**src/rtl/fir_out_monitor.sv**
```systemverilog
// Capture monitor for a FIR output stream. It takes DEPTH samples after an accepted start,
// keeps a count, a running peak and a 16-bit MISR signature, and then drains the samples in order.
module fir_out_monitor #(
    parameter int DATA_W = 8,
    parameter int DEPTH  = 16
) (
    input  logic                       clk,
    input  logic                       rst,
    input  logic                       start,
    input  logic                       in_valid,
    input  logic [DATA_W-1:0]          in_data,
    output logic                       busy,
    output logic                       done,
    output logic [$clog2(DEPTH):0]     sample_count,
    output logic [15:0]                signature,
    output logic [DATA_W-1:0]          peak,
    output logic                       rd_valid,
    output logic [DATA_W-1:0]          rd_data,
    input  logic                       rd_ready
);

    localparam int AW = $clog2(DEPTH);
    localparam int CW = AW + 1;

    typedef enum logic [1:0] {
        ST_IDLE    = 2'd0,
        ST_CAPTURE = 2'd1,
        ST_DRAIN   = 2'd2
    } state_t;

    state_t              state_q, state_d;
    logic [CW-1:0]       count_q, count_d;
    logic [15:0]         sig_q, sig_d;
    logic [DATA_W-1:0]   peak_q, peak_d;
    logic [AW-1:0]       rd_ptr_q, rd_ptr_d;
    logic                done_q, done_d;
    logic                busy_q, busy_d;
    logic                rd_valid_q, rd_valid_d;
    logic                wr_en_d;
    logic [AW-1:0]       wr_addr_d;
    logic [DATA_W-1:0]   mem_q [DEPTH];

    // One MISR step: shift with feedback taps 15/13/12/10, then fold in the zero-extended sample.
    function automatic logic [15:0] misr_step(input logic [15:0] sig, input logic [DATA_W-1:0] d);
        logic fb;
        fb = sig[15] ^ sig[13] ^ sig[12] ^ sig[10];
        return {sig[14:0], fb} ^ 16'(d);
    endfunction

    // Next-state, datapath and registered-output computation.
    always_comb begin
        state_d    = state_q;
        count_d    = count_q;
        sig_d      = sig_q;
        peak_d     = peak_q;
        rd_ptr_d   = rd_ptr_q;
        done_d     = 1'b0;
        wr_en_d    = 1'b0;
        wr_addr_d  = count_q[AW-1:0];
        case (state_q)
            ST_IDLE: begin
                if (start) begin
                    state_d  = ST_CAPTURE;
                    count_d  = {CW{1'b0}};
                    sig_d    = 16'hFFFF;
                    peak_d   = {DATA_W{1'b0}};
                    rd_ptr_d = {AW{1'b0}};
                end else begin
                    state_d  = ST_IDLE;
                end
            end
            ST_CAPTURE: begin
                if (in_valid) begin
                    wr_en_d = 1'b1;
                    count_d = count_q + CW'(1);
                    sig_d   = misr_step(sig_q, in_data);
                    if (in_data > peak_q) begin
                        peak_d = in_data;
                    end else begin
                        peak_d = peak_q;
                    end
                    // The edge accepting the last sample hands over to DRAIN.
                    if (count_q == CW'(DEPTH - 1)) begin
                        state_d = ST_DRAIN;
                        done_d  = 1'b1;
                    end else begin
                        state_d = ST_CAPTURE;
                    end
                end else begin
                    state_d = ST_CAPTURE;
                end
            end
            ST_DRAIN: begin
                if (rd_ready) begin
                    rd_ptr_d = rd_ptr_q + AW'(1);
                    if (rd_ptr_q == AW'(DEPTH - 1)) begin
                        state_d = ST_IDLE;
                    end else begin
                        state_d = ST_DRAIN;
                    end
                end else begin
                    rd_ptr_d = rd_ptr_q;
                end
            end
            default: begin
                state_d = ST_IDLE;
            end
        endcase
        busy_d     = (state_d != ST_IDLE);
        rd_valid_d = (state_d == ST_DRAIN);
    end

    // Control and status registers; reset overrides everything.
    always_ff @(posedge clk) begin
        if (rst) begin
            state_q    <= ST_IDLE;
            count_q    <= {CW{1'b0}};
            sig_q      <= 16'hFFFF;
            peak_q     <= {DATA_W{1'b0}};
            rd_ptr_q   <= {AW{1'b0}};
            done_q     <= 1'b0;
            busy_q     <= 1'b0;
            rd_valid_q <= 1'b0;
        end else begin
            state_q    <= state_d;
            count_q    <= count_d;
            sig_q      <= sig_d;
            peak_q     <= peak_d;
            rd_ptr_q   <= rd_ptr_d;
            done_q     <= done_d;
            busy_q     <= busy_d;
            rd_valid_q <= rd_valid_d;
        end
    end

    // Sample buffer; contents are left as-is on reset.
    always_ff @(posedge clk) begin
        if (wr_en_d && !rst) begin
            mem_q[wr_addr_d] <= in_data;
        end
    end

    assign busy         = busy_q;
    assign done         = done_q;
    assign sample_count = count_q;
    assign signature    = sig_q;
    assign peak         = peak_q;
    assign rd_valid     = rd_valid_q;
    assign rd_data      = mem_q[rd_ptr_q];

endmodule

```
**config.mk**
```make
export PLATFORM = sky130hd
export DESIGN_NAME = fir_out_monitor
export DESIGN_NICKNAME = d
export VERILOG_FILES = /design/src/rtl/fir_out_monitor.sv
export SDC_FILE = /design/constraint.sdc
export NUM_CORES = 1
export LEC_CHECK = 0
export CORE_MARGIN = 2
export CORE_UTILIZATION = 58
export CTS_CLUSTER_DIAMETER = 200
export DETAILED_ROUTE_END_ITERATION = 12
export MAX_ROUTING_LAYER = met4
export PLACE_DENSITY = 0.78
export SLEW_MARGIN = 20
export SYNTH_ARGS = -nofsm -noshare
export SYNTH_HDL_FRONTEND = slang
export SYNTH_SLANG_ARGS = --single-unit
```
**constraint.sdc**
```tcl
create_clock -name clk -period 2.68 [get_ports clk]
set_input_delay 0.402 -clock clk [delete_from_list [all_inputs] [get_ports clk]]
set_output_delay 0.402 -clock clk [all_outputs]
set_load 0.01 [all_outputs]
```
# Word-level counts from Yosys, hierarchy flattened
# Memory sizes are Yosys's and may differ from the RTL's. A register that Yosys moved wholly into a read port is not among the register bits.
# Index checks and enable logic that the tools add are counted.
# op_classes
eq_ne	9
bitwise_logic	6
mux	26
n_reduce_logical	10
add_sub_neg	2
magnitude_cmp	1
# ops
cell	count
two-way mux 16 bit	2
case mux 16 bit (2 select lines)	1
two-way mux 8 bit	3
two-way mux 4 bit	4
case mux 8 bit (2 select lines)	1
bitwise XOR 16 x 8 -> 16 bit	1
two-way mux 5 bit	2
case mux 5 bit (2 select lines)	1
> comparator 8 bit	1
two-way mux 2 bit	4
!= test 2 bit (second input constant)	4
case mux 4 bit (2 select lines)	1
two-way mux 1 bit	6
case mux 2 bit (3 select lines)	1
AND reduction 3 bit	2
nonzero test 2 bit	3
adder 5 x 1 -> 5 bit (second input constant)	1
equality test 5 x 4 -> 1 bit (second input constant)	1
adder 4 x 1 -> 4 bit (second input constant)	1
equality test 2 bit (second input constant)	2
equality test 4 bit (second input constant)	1
AND reduction 4 bit	1
OR reduction 3 bit	1
bitwise XOR 1 bit	3
5 further kinds	6
# word_totals
output_inout_bits	40
n_memories	1
wordCells	63
ram_bits	128
input_bits	13
regBits	38
# mem_list
memory	depth	width	read_ports	rd_ports_with_merged_regs	write_ports	line_no	rtl
mem_q	16	8	1	1	1	41	logic [DATA_W-1:0] mem_q [DEPTH];

# Depth between registers and ports, before layout
# logic_depth
ltp_word	6
depth_mapped	8
ltp_nobuf	7

# Least setup slack after synthesis
# No wires, ideal clock.
# synth_path
path_type	flip-flop to output port
from	register with a tool-made name
to	output rd_data[0]
n_path_buf	2
required_ps	2278
stages_incl_launch_ff	5
arrival_time_ps	1833
slack_ps	445
path_cell_list	dfxtp_1 -> clkbuf_1 -> buf_2 -> mux4_2 -> mux4_2
# synth_lines
item	line_no	rtl
to (decl)	18	output logic [DATA_W-1:0] rd_data,

==> results.json <==
{
  "design_area_mm2": 0.00864,
  "antenna_found_initial": 0,
  "finalHoldViolCount": 0,
  "drtPass1Iterations": 5,
  "synth_common_cells": "edfxtp_1 (128), dfxtp_1 (42), mux4_2 (40)",
  "ys_seq_elements": 170,
  "die_x_um": 113,
  "clock-sinks": 170,
  "clk_path_buf_depth": 2,
  "yosysSeqAreaShare": 0.674,
  "gp_congestion": 0.799,
  "slew_headroom": 0.587,
  "ir_drop_v": 0.000421,
  "ys_warn_count": 0,
  "cts_hold_buf": 0,
  "setup_viol_count_final": 0,
  "hp-class": "reg -> reg",
  "synth_ff_type": "edfxtp_1",
  "leakage_nw": 2.92,
  "synth_top_cell_area_share": 0.553,
  "core.rowCount": 39,
  "detail-route-antenna-nets": 0,
  "cp_max_fo": 6,
  "start_util": 0.601,
  "pin_count": 53,
  "cts_inserted_buffers": 17,
  "totalPowerFinal_mw": 5.88,
  "worstSkewPairLatency_ns": 0.43,
  "gr-usage-all-layers": 0.276,
  "wl_per_cell_um": 23.5,
  "yosys.area.top_type": "edfxtp_1",
  "dieArea_mm2": 0.0129,
  "place_ws_ns": 0.00564,
  "clockRootBuffer": "clkbuf_16",
  "path_clk_slew_ns": 0.06,
  "slew_violations": 0,
  "synthToLayoutAreaGrowth_pct": 24.2,
  "synth_cells": 437,
  "synth_edf_count": 128,
  "place_hpwl_mm": 10.1,
  "antenna_cells": 0,
  "timing.fmax_mhz": 378,
  "cts_tree": "yes",
  "dpl_cell_area_mm2": 0.00786,
  "met3_usage": 0.0643,
  "p_per_area_mw_per_mm2": 681,
  "grt_pass1_wl_mm": 24.7,
  "grt_busiest_layer": "met2",
  "rsz0062_at_grt": "yes",
  "crit_required_ns": 2.28,
  "fin_ws_ns": 0.0346,
  "async_flop_share": 0,
  "htree_levels": 4,
  "grt_pass1_vias": 4325,
  "yosys.cell_types.count": 44,
  "drive_gt1_frac": 0.241,
  "drc": 0,
  "synth_area_leaders": "edfxtp_1 (55%), mux4_2 (13%), dfxtp_1 (12%)",
  "grt_overflow": 0,
  "dp_cells": 644,
  "grtUsageMet2": 0.448,
  "fin_crit_sh": 0.987,
  "path_class": "reg -> out",
  "fin_nets": 557,
  "coreArea_mm2": 0.0116,
  "grt_start_max_net_pins": 37,
  "drv_cap": 0,
  "crit_path_end_kind": "output port",
  "worstPathArrival_ns": 2.24,
  "start_kind": "flop",
  "final_cells": 686,
  "worst_pin_slew_ns": 0.619,
  "grt_use_met1": 0.334,
  "io_buffers": 52,
  "vias_per_cell": 6.16,
  "syn_avg_cell_area_um2": 15.9,
  "status": "complete, no violations",
  "synth.most_common_cell": "edfxtp_1",
  "drt-initial-drc-count": 351,
  "drt_wl_total_mm": 16.1,
  "die_h_um": 113,
  "min_period_ns": 2.65,
  "syn_area_mm2": 0.00695,
  "fin_worst_skew_ns": 0.00525,
  "syn-num-nets": 464,
  "vias": 4228
}
==> area by class of cell <==
cell class              count  area, µm²
multi-input cells         231       2110
flip-flops and latches    170       4690
well taps                 143        179
inverters                  11       41.3
fillers                   704       2930
clock buffers              18        439
repair buffers             99        933
clock inverters            14        243
==> critical path, cell delays in order, from the launching register on <==
cell and delay, ns:
dfxtp_4 0.41, buf_12 0.14, buf_8 0.11, mux4_2 0.50, mux4_2 0.51, buf_6 0.15
==> path summary, 6_finish.rpt <==
kind | slack, ns | startpoint | endpoint | cells past startpoint
max | 0.03 | flop | rd_data[0] | 5
min | 0.52 | rd_ptr_q[1] | rd_ptr_q[1] | 2
max reg2reg | 0.40 | peak[5] | peak[5] | 7
min reg2reg | 0.52 | rd_ptr_q[1] | rd_ptr_q[1] | 2
==> metal layers <==
layer | share of wire | vias to the layer above
met1 | 0.39 | 2108
met3 | 0.074 | 33
met4 | 0.026 | 0
li1 | - | 1883
met2 | 0.51 | 204
met5 | 0 | -
==> power breakdown <==
part | switching [mW] | internal, mW
combinational | 0.136 | 0.0942
clock | 1.02 | 1.78
sequential | 0.0145 | 2.84
==> sequential cells by signal, indices dropped and copies added, names as in the netlist, named ones only <==
name	count
mem_q	128
signature	16
peak	8
sample_count	5
rd_ptr_q	4
state_q	2
busy	1
done	1
rd_valid	1
==> kinds of logic after synthesis <==
logic type | count (synthesis) | synth area share
AND/OR/NAND/NOR | 108 | 0.0812
buffers and inverters | 36 | 0.0221
adder cells (fa/ha/maj) | 14 | 0.0252
XOR/XNOR | 14 | 0.0176
multiplexers | 40 | 0.130
AO/OA/AOI/OAI | 55 | 0.0506
flip-flops | 170 | 0.674
==> cells in the final DEF (no fill, tap or decap), types with 3 or more instances in the layout <==
cell type	n
clkinvlp_4	3
nor3_1	21
clkbuf_16	17
dfxtp_1	41
or4_1	6
ha_1	14
nor2_1	35
mux4_2	40
bufinv_16	6
edfxtp_1	128
buf_4	39
nand4_1	3
buf_2	3
nand2_1	12
buf_6	8
xnor2_1	4
o21ai_1	3
or3_1	3
o21bai_1	12
inv_1	11
a21o_1	3
nand2b_1	9
a21oi_1	18
nand3_1	3
buf_12	4
o211ai_1	7
xor2_1	10
clkdlybuf4s50_1	44
o21ai_0	5
==> stage by stage <==
step / hold slack, ns / util / TNS [ns]
after floorplan: 0.463 / - / 0
after global placement: 0.490 / 0.679 / 0
after detailed placement: 0.509 / 0.679 / 0
after CTS: 0.519 / 0.753 / -0.0930
after global routing: 0.551 / 0.747 / -0.0194
final: 0.521 / 0.747 / 0
==> timing repair <==
item / in CTS / in global routing
pin swaps: 0 / 0
gates cloned: 2 / 0
buffers inserted: 11 / 0
endpoints found under the setup margin: 8 / 8
resized for setup: 43 / 2
Power figures use the tool's default switching activity.
